--- config.mk ---
export PLATFORM = sky130hd
export DESIGN_NAME = uart_word_rx
export DESIGN_NICKNAME = d
export VERILOG_FILES = /design/src/rtl/uart_word_rx.sv
export SDC_FILE = /design/constraint.sdc
export NUM_CORES = 1
export LEC_CHECK = 0
export ABC_AREA = 1
export BUFFER_PORTS_ARGS = -buffer_cell sky130_fd_sc_hd__buf_4
export CAP_MARGIN = 25
export CORE_ASPECT_RATIO = 0.9
export CORE_MARGIN = 1
export CORE_UTILIZATION = 55
export CTS_CLUSTER_SIZE = 10
export DETAILED_ROUTE_END_ITERATION = 7
export PLACE_DENSITY_LB_ADDON = 0.25
export RECOVER_POWER = 50
export SETUP_SLACK_MARGIN = 0.15
export SLEW_MARGIN = 20
export SYNTH_ARGS = -nofsm -noshare
export SYNTH_HDL_FRONTEND = slang
export SYNTH_SLANG_ARGS = --single-unit
--- constraint.sdc ---
create_clock -name i_clock -period 8.25 [get_ports i_clock]
set_input_delay 0.825 -clock i_clock [delete_from_list [all_inputs] [get_ports i_clock]]
set_output_delay 0.825 -clock i_clock [all_outputs]
set_load 0.03 [all_outputs]
--- src/rtl/uart_word_rx.sv ---
// UART 8N1 receiver that packs four bytes, first byte most significant, into one 32-bit word.
// Completed words go out as one-cycle writes to the PC RX FIFO.
module uart_word_rx #(
  parameter int CLKS_PER_BIT = 435,
  parameter int TIMEOUT_BITS = 20
) (
  input  logic        i_clock,
  input  logic        i_reset,
  input  logic        i_uart_rx,
  input  logic        i_fifo_full,
  output logic [31:0] o_word_data,
  output logic        o_word_valid,
  output logic        o_rx_active,
  output logic [1:0]  o_byte_count,
  output logic        o_framing_error,
  output logic        o_overflow,
  output logic        o_timeout
);

  localparam int CW = (CLKS_PER_BIT > 1) ? $clog2(CLKS_PER_BIT) : 1;
  localparam int TW = $clog2(TIMEOUT_BITS * CLKS_PER_BIT);
  localparam logic [CW-1:0] BIT_END = CW'(CLKS_PER_BIT - 1);
  localparam logic [CW-1:0] BIT_MID = CW'((CLKS_PER_BIT - 1) / 2);
  localparam logic [CW-1:0] C_ONE = CW'(1);
  localparam logic [TW-1:0] TO_END = TW'(TIMEOUT_BITS * CLKS_PER_BIT - 1);
  localparam logic [TW-1:0] T_ONE = TW'(1);

  typedef enum logic [2:0] {
    IDLE,
    START,
    DATA,
    STOP,
    WAIT_HIGH
  } state_t;

  state_t        state;
  state_t        state_n;
  logic          sync1;
  logic          sync2;
  logic          line;
  logic [CW-1:0] clk_cnt;
  logic [2:0]    bit_idx;
  logic [7:0]    shreg;
  logic [23:0]   asm_word;
  logic [TW-1:0] to_cnt;
  logic          clk_done;
  logic          byte_ok;
  logic          frame_err;
  logic          to_fire;

  assign line        = sync2;
  assign clk_done    = (clk_cnt == BIT_END);
  assign o_rx_active = (state != IDLE);

  // Two-flop synchroniser; idle-high line resets to 1
  always_ff @(posedge i_clock or posedge i_reset) begin
    if (i_reset) begin
      sync1 <= 1'b1;
      sync2 <= 1'b1;
    end else begin
      sync1 <= i_uart_rx;
      sync2 <= sync1;
    end
  end

  // State register
  always_ff @(posedge i_clock or posedge i_reset) begin
    if (i_reset) state <= IDLE;
    else         state <= state_n;
  end

  // Next state and byte/error/timeout strobes
  always_comb begin
    state_n   = state;
    byte_ok   = 1'b0;
    frame_err = 1'b0;
    to_fire   = 1'b0;
    unique case (state)
      IDLE: begin
        if (!line) begin
          state_n = START;
        end else if (o_byte_count != 2'd0 && to_cnt == TO_END) begin
          to_fire = 1'b1;
        end
      end
      START: begin
        if (clk_cnt == BIT_MID) state_n = line ? IDLE : DATA;
      end
      DATA: begin
        if (clk_done && bit_idx == 3'd7) state_n = STOP;
      end
      STOP: begin
        if (clk_done) begin
          if (line) begin
            byte_ok = 1'b1;
            state_n = IDLE;
          end else begin
            frame_err = 1'b1;
            state_n   = WAIT_HIGH;
          end
        end
      end
      WAIT_HIGH: begin
        if (line) state_n = IDLE;
      end
      default: state_n = IDLE;
    endcase
  end

  // Bit timing, bit index and data shift register
  always_ff @(posedge i_clock or posedge i_reset) begin
    if (i_reset) begin
      clk_cnt <= '0;
      bit_idx <= '0;
      shreg   <= '0;
    end else begin
      unique case (state)
        START: begin
          clk_cnt <= (clk_cnt == BIT_MID) ? '0 : clk_cnt + C_ONE;
          bit_idx <= '0;
        end
        DATA: begin
          clk_cnt <= clk_done ? '0 : clk_cnt + C_ONE;
          if (clk_done) begin
            shreg   <= {line, shreg[7:1]};
            bit_idx <= bit_idx + 3'd1;
          end
        end
        STOP: clk_cnt <= clk_done ? '0 : clk_cnt + C_ONE;
        default: clk_cnt <= '0;
      endcase
    end
  end

  // Inter-byte idle timer, live only while a partial word is pending
  always_ff @(posedge i_clock or posedge i_reset) begin
    if (i_reset) begin
      to_cnt <= '0;
    end else if (state == IDLE && line &&
                 o_byte_count != 2'd0 && !to_fire) begin
      to_cnt <= to_cnt + T_ONE;
    end else begin
      to_cnt <= '0;
    end
  end

  // Word assembly and the one-cycle result pulses
  always_ff @(posedge i_clock or posedge i_reset) begin
    if (i_reset) begin
      asm_word        <= '0;
      o_byte_count    <= '0;
      o_word_data     <= '0;
      o_word_valid    <= 1'b0;
      o_overflow      <= 1'b0;
      o_framing_error <= 1'b0;
      o_timeout       <= 1'b0;
    end else begin
      o_word_valid    <= 1'b0;
      o_overflow      <= 1'b0;
      o_framing_error <= 1'b0;
      o_timeout       <= 1'b0;
      if (byte_ok) begin
        asm_word     <= {asm_word[15:0], shreg};
        o_byte_count <= o_byte_count + 2'd1;
        if (o_byte_count == 2'd3) begin
          o_word_data  <= {asm_word, shreg};
          o_word_valid <= !i_fifo_full;
          o_overflow   <= i_fifo_full;
        end
      end else if (frame_err) begin
        asm_word        <= '0;
        o_byte_count    <= '0;
        o_framing_error <= 1'b1;
      end else if (to_fire) begin
        asm_word     <= '0;
        o_byte_count <= '0;
        o_timeout    <= 1'b1;
      end
    end
  end

endmodule
==> run summary <==
uppermost layer routed - met4
vias per cell - 5.060
CP startpoint - i_reset
Die X - 96.69 microns
dpl cells - 633
Area after DPL - 4767 sq um
# DRC - 0
synth unique cells - 30
max cap viols - 2
GRT Total Usage - 0.2087
P_leak - 2.538 nW
routed len/inst - 12.55 microns
Power Density - 163.5 nW/um^2
placement row count - 30
clock latency on the worst-skew pair - 0.36 ns
initial antenna violation count - 0
die area - 8433 sq um
vias in the first global route - 3106
wire length of the first global-routing pass - 14.19 mm
max frequency - 228.3 MHz
Fin. Hold Viols - 0
CTS tree - built
Post-CTS Hold Fix Bufs - 0
Hold/Removal Path Class - flop to flop
# IOs - 43
post-cts sizing count - 0
dpl hpwl - 5.478 mm
layout cells sized above 1 - 0.06498
CP required - 8.07 ns
failing checks - capacitance limit, slew limit
Setup Crit Path Kind - primary input to async pin
wire length on met3 - 346 microns
CP Capture Type - async pin
post-route ant nets - 0
RSZ-0062 raised after global routing - false
crit start category - primary input
final RePlAce weighted congestion - 0.8470
WP data arrival - 4.20 ns
# setup viols final - 0
Syn Area/Cell - 8.702 sq um
RR Startpoint - clk_cnt[0]
post-route setup slack - 3.870 ns
IO buf count - 42
post-layout min period - 4.380 ns
post-route insts no fill - 650
Mapped Nets - 522
sequential area share after synthesis - 0.5701
CTS Buf Count - 9
status - complete, but fails checks
DR vias - 3289
total core area - 7695 sq um
reg2reg path depth - 9
Iter 0 DRT Violations - 230
ANT cells - 0
total power - 786.9 uW
WL met1 - 3.972 mm
met2 routed WL - 3.751 mm
Worst-Margin Slew - 2.994 ns
post-route cell area - 4812 sq um
CTS root buffer - clkbuf_8
Critical R2R Capture - o_word_data[16]
Fin Hold WS - 0.3593 ns
total negative slack - 0 ns
fill count - 678
crit path max fanout - 58
CTS Buffer Depth - 2
final WL - 8.158 mm
Starting Density - 0.5767
Reg2Reg Setup Slack - 5.42 ns
relative slew slack - -0.9958
Synth Instances - 510
largest net degree at the start of global routing - 59
fin util - 0.6254
Layout Area Growth over Synthesis - 8.430%
fin crit share - 0.5310
grt ovf - 0
Final Max Slew Viols - 104
Reg clk slew, reported paths - 0.08 ns
Synth Register Bits - 101
Critical Path End - bit_idx[0]
# clock sinks - 101
drt pass-1 iters - 4
postcts setup bufs - 0
Final #Nets - 561
Post-Syn Area - 4438 sq um
DP Worst Slack - 5.205 ns
Die Y - 87.22 microns
Max VDD drop - 0.1206 mV
yosys warns - 0
worst clock skew - 0.01259 ns
CTS H-tree lvls - 3
cells by family after synthesis:
| logic type | after synthesis | share of synthesized area |
|---|---|---|
| buffers and inverters | 51 | 0.05582 |
| AND/OR/NAND/NOR | 326 | 0.3129 |
| AO/OA/AOI/OAI | 12 | 0.01494 |
| flip-flops | 101 | 0.5701 |
| XOR/XNOR | 12 | 0.02368 |
| adder cells (fa/ha/maj) | 8 | 0.02256 |
report_power, final:
| group | leakage (nW) | switching (mW) | internal (mW) | total [mW] |
|---|---|---|---|---|
| registers | 1.39 | 0.000282 | 0.496 | 0.496 |
| clock network | 0.0898 | 0.169 | 0.111 | 0.280 |
| logic | 1.06 | 0.0102 | 0.00117 | 0.0114 |
cells in the mapped netlist (all sizes together):
cell,count,area [sq um]
ha,8,100.1
buf,15,112.6
a21oi,5,25.02
clkbuf,1,3.750
xor2,10,87.58
a31oi,1,6.260
clkinv,1,3.750
nor4,1,6.260
dfrtp,99,2477
nand4,4,25.02
inv,34,127.6
xnor2,2,17.52
nor2,45,190.2
o21bai,2,15.01
nor3,13,92.59
nand3,52,265.3
nand2,211,809.5
dfstp,2,52.55
o21ai,4,20.02
sequential cells by signal, summed over array words and instances, names as in the netlist:
register         count
o_word_valid         1
bit_idx              3
o_byte_count         2
o_overflow           1
asm_word            24
state                3
o_framing_error      1
sync1                1
o_word_data         32
to_cnt              14
o_timeout            1
line                 1
shreg                8
clk_cnt              9
cell type report:
type / instances / area (sq um) / area share
flip-flops and latches: 101 / 2530 / 0.5257
inverters: 35 / 132.6 / 0.02756
well taps: 96 / 120.1 / 0.02496
clock inverters: 7 / 48.80 / 0.01014
multi-input cells: 358 / 1658 / 0.3445
repair buffers: 44 / 198.9 / 0.04134
clock buffers: 9 / 123.9 / 0.02574
worst min-delay path by stage:
stage          startpoint  endpoint  slack (ns)  cells after the start
2_1_floorplan       sync1      line        0.35                      0
3_3_place_gp        sync1      line        0.35                      0
3_5_place_dp        sync1      line        0.35                      0
4_1_cts             sync1      line        0.36                      0
5_1_grt             sync1      line        0.37                      0
6_report            sync1      line        0.36                      0
worst max-delay path, stage by stage:
cell and delay, ns:
clkbuf_4 0.11, clkinvlp_2 1.03, clkbuf_1 2.20
metal layers:
layer,vias up,track usage
met3,9,0.04494
met5,-,0
met2,61,0.3464
met4,0,0.05020
met1,1541,0.2848
li1,1678,-
placed cells by master (no fill, tap or decap):
master and instances:
nand2_1 208, dfrtp_1 99, nand3_1 51, nor2_1 43, clkbuf_1 37, inv_1 32, nor3_1 10, xor2_1 10
clkbuf_8 9, ha_1 8, a21oi_1 5, nand4_1 4, o21ai_0 4, buf_4 4, clkinv_2 3, nor3_4 2
nand2_4 2, xnor2_1 2, o21bai_1 2, inv_6 2, clkbuf_4 2, dfstp_2 2, inv_2 1, nor2_8 1
nor2_2 1, nor3_2 1, nand3_2 1, a31oi_1 1, clkinv_1 1, nand2_2 1, nor4_1 1, clkinvlp_2 1
clkinvlp_4 1, clkinv_4 1, buf_8 1
(Power assumes the default switching activity.)
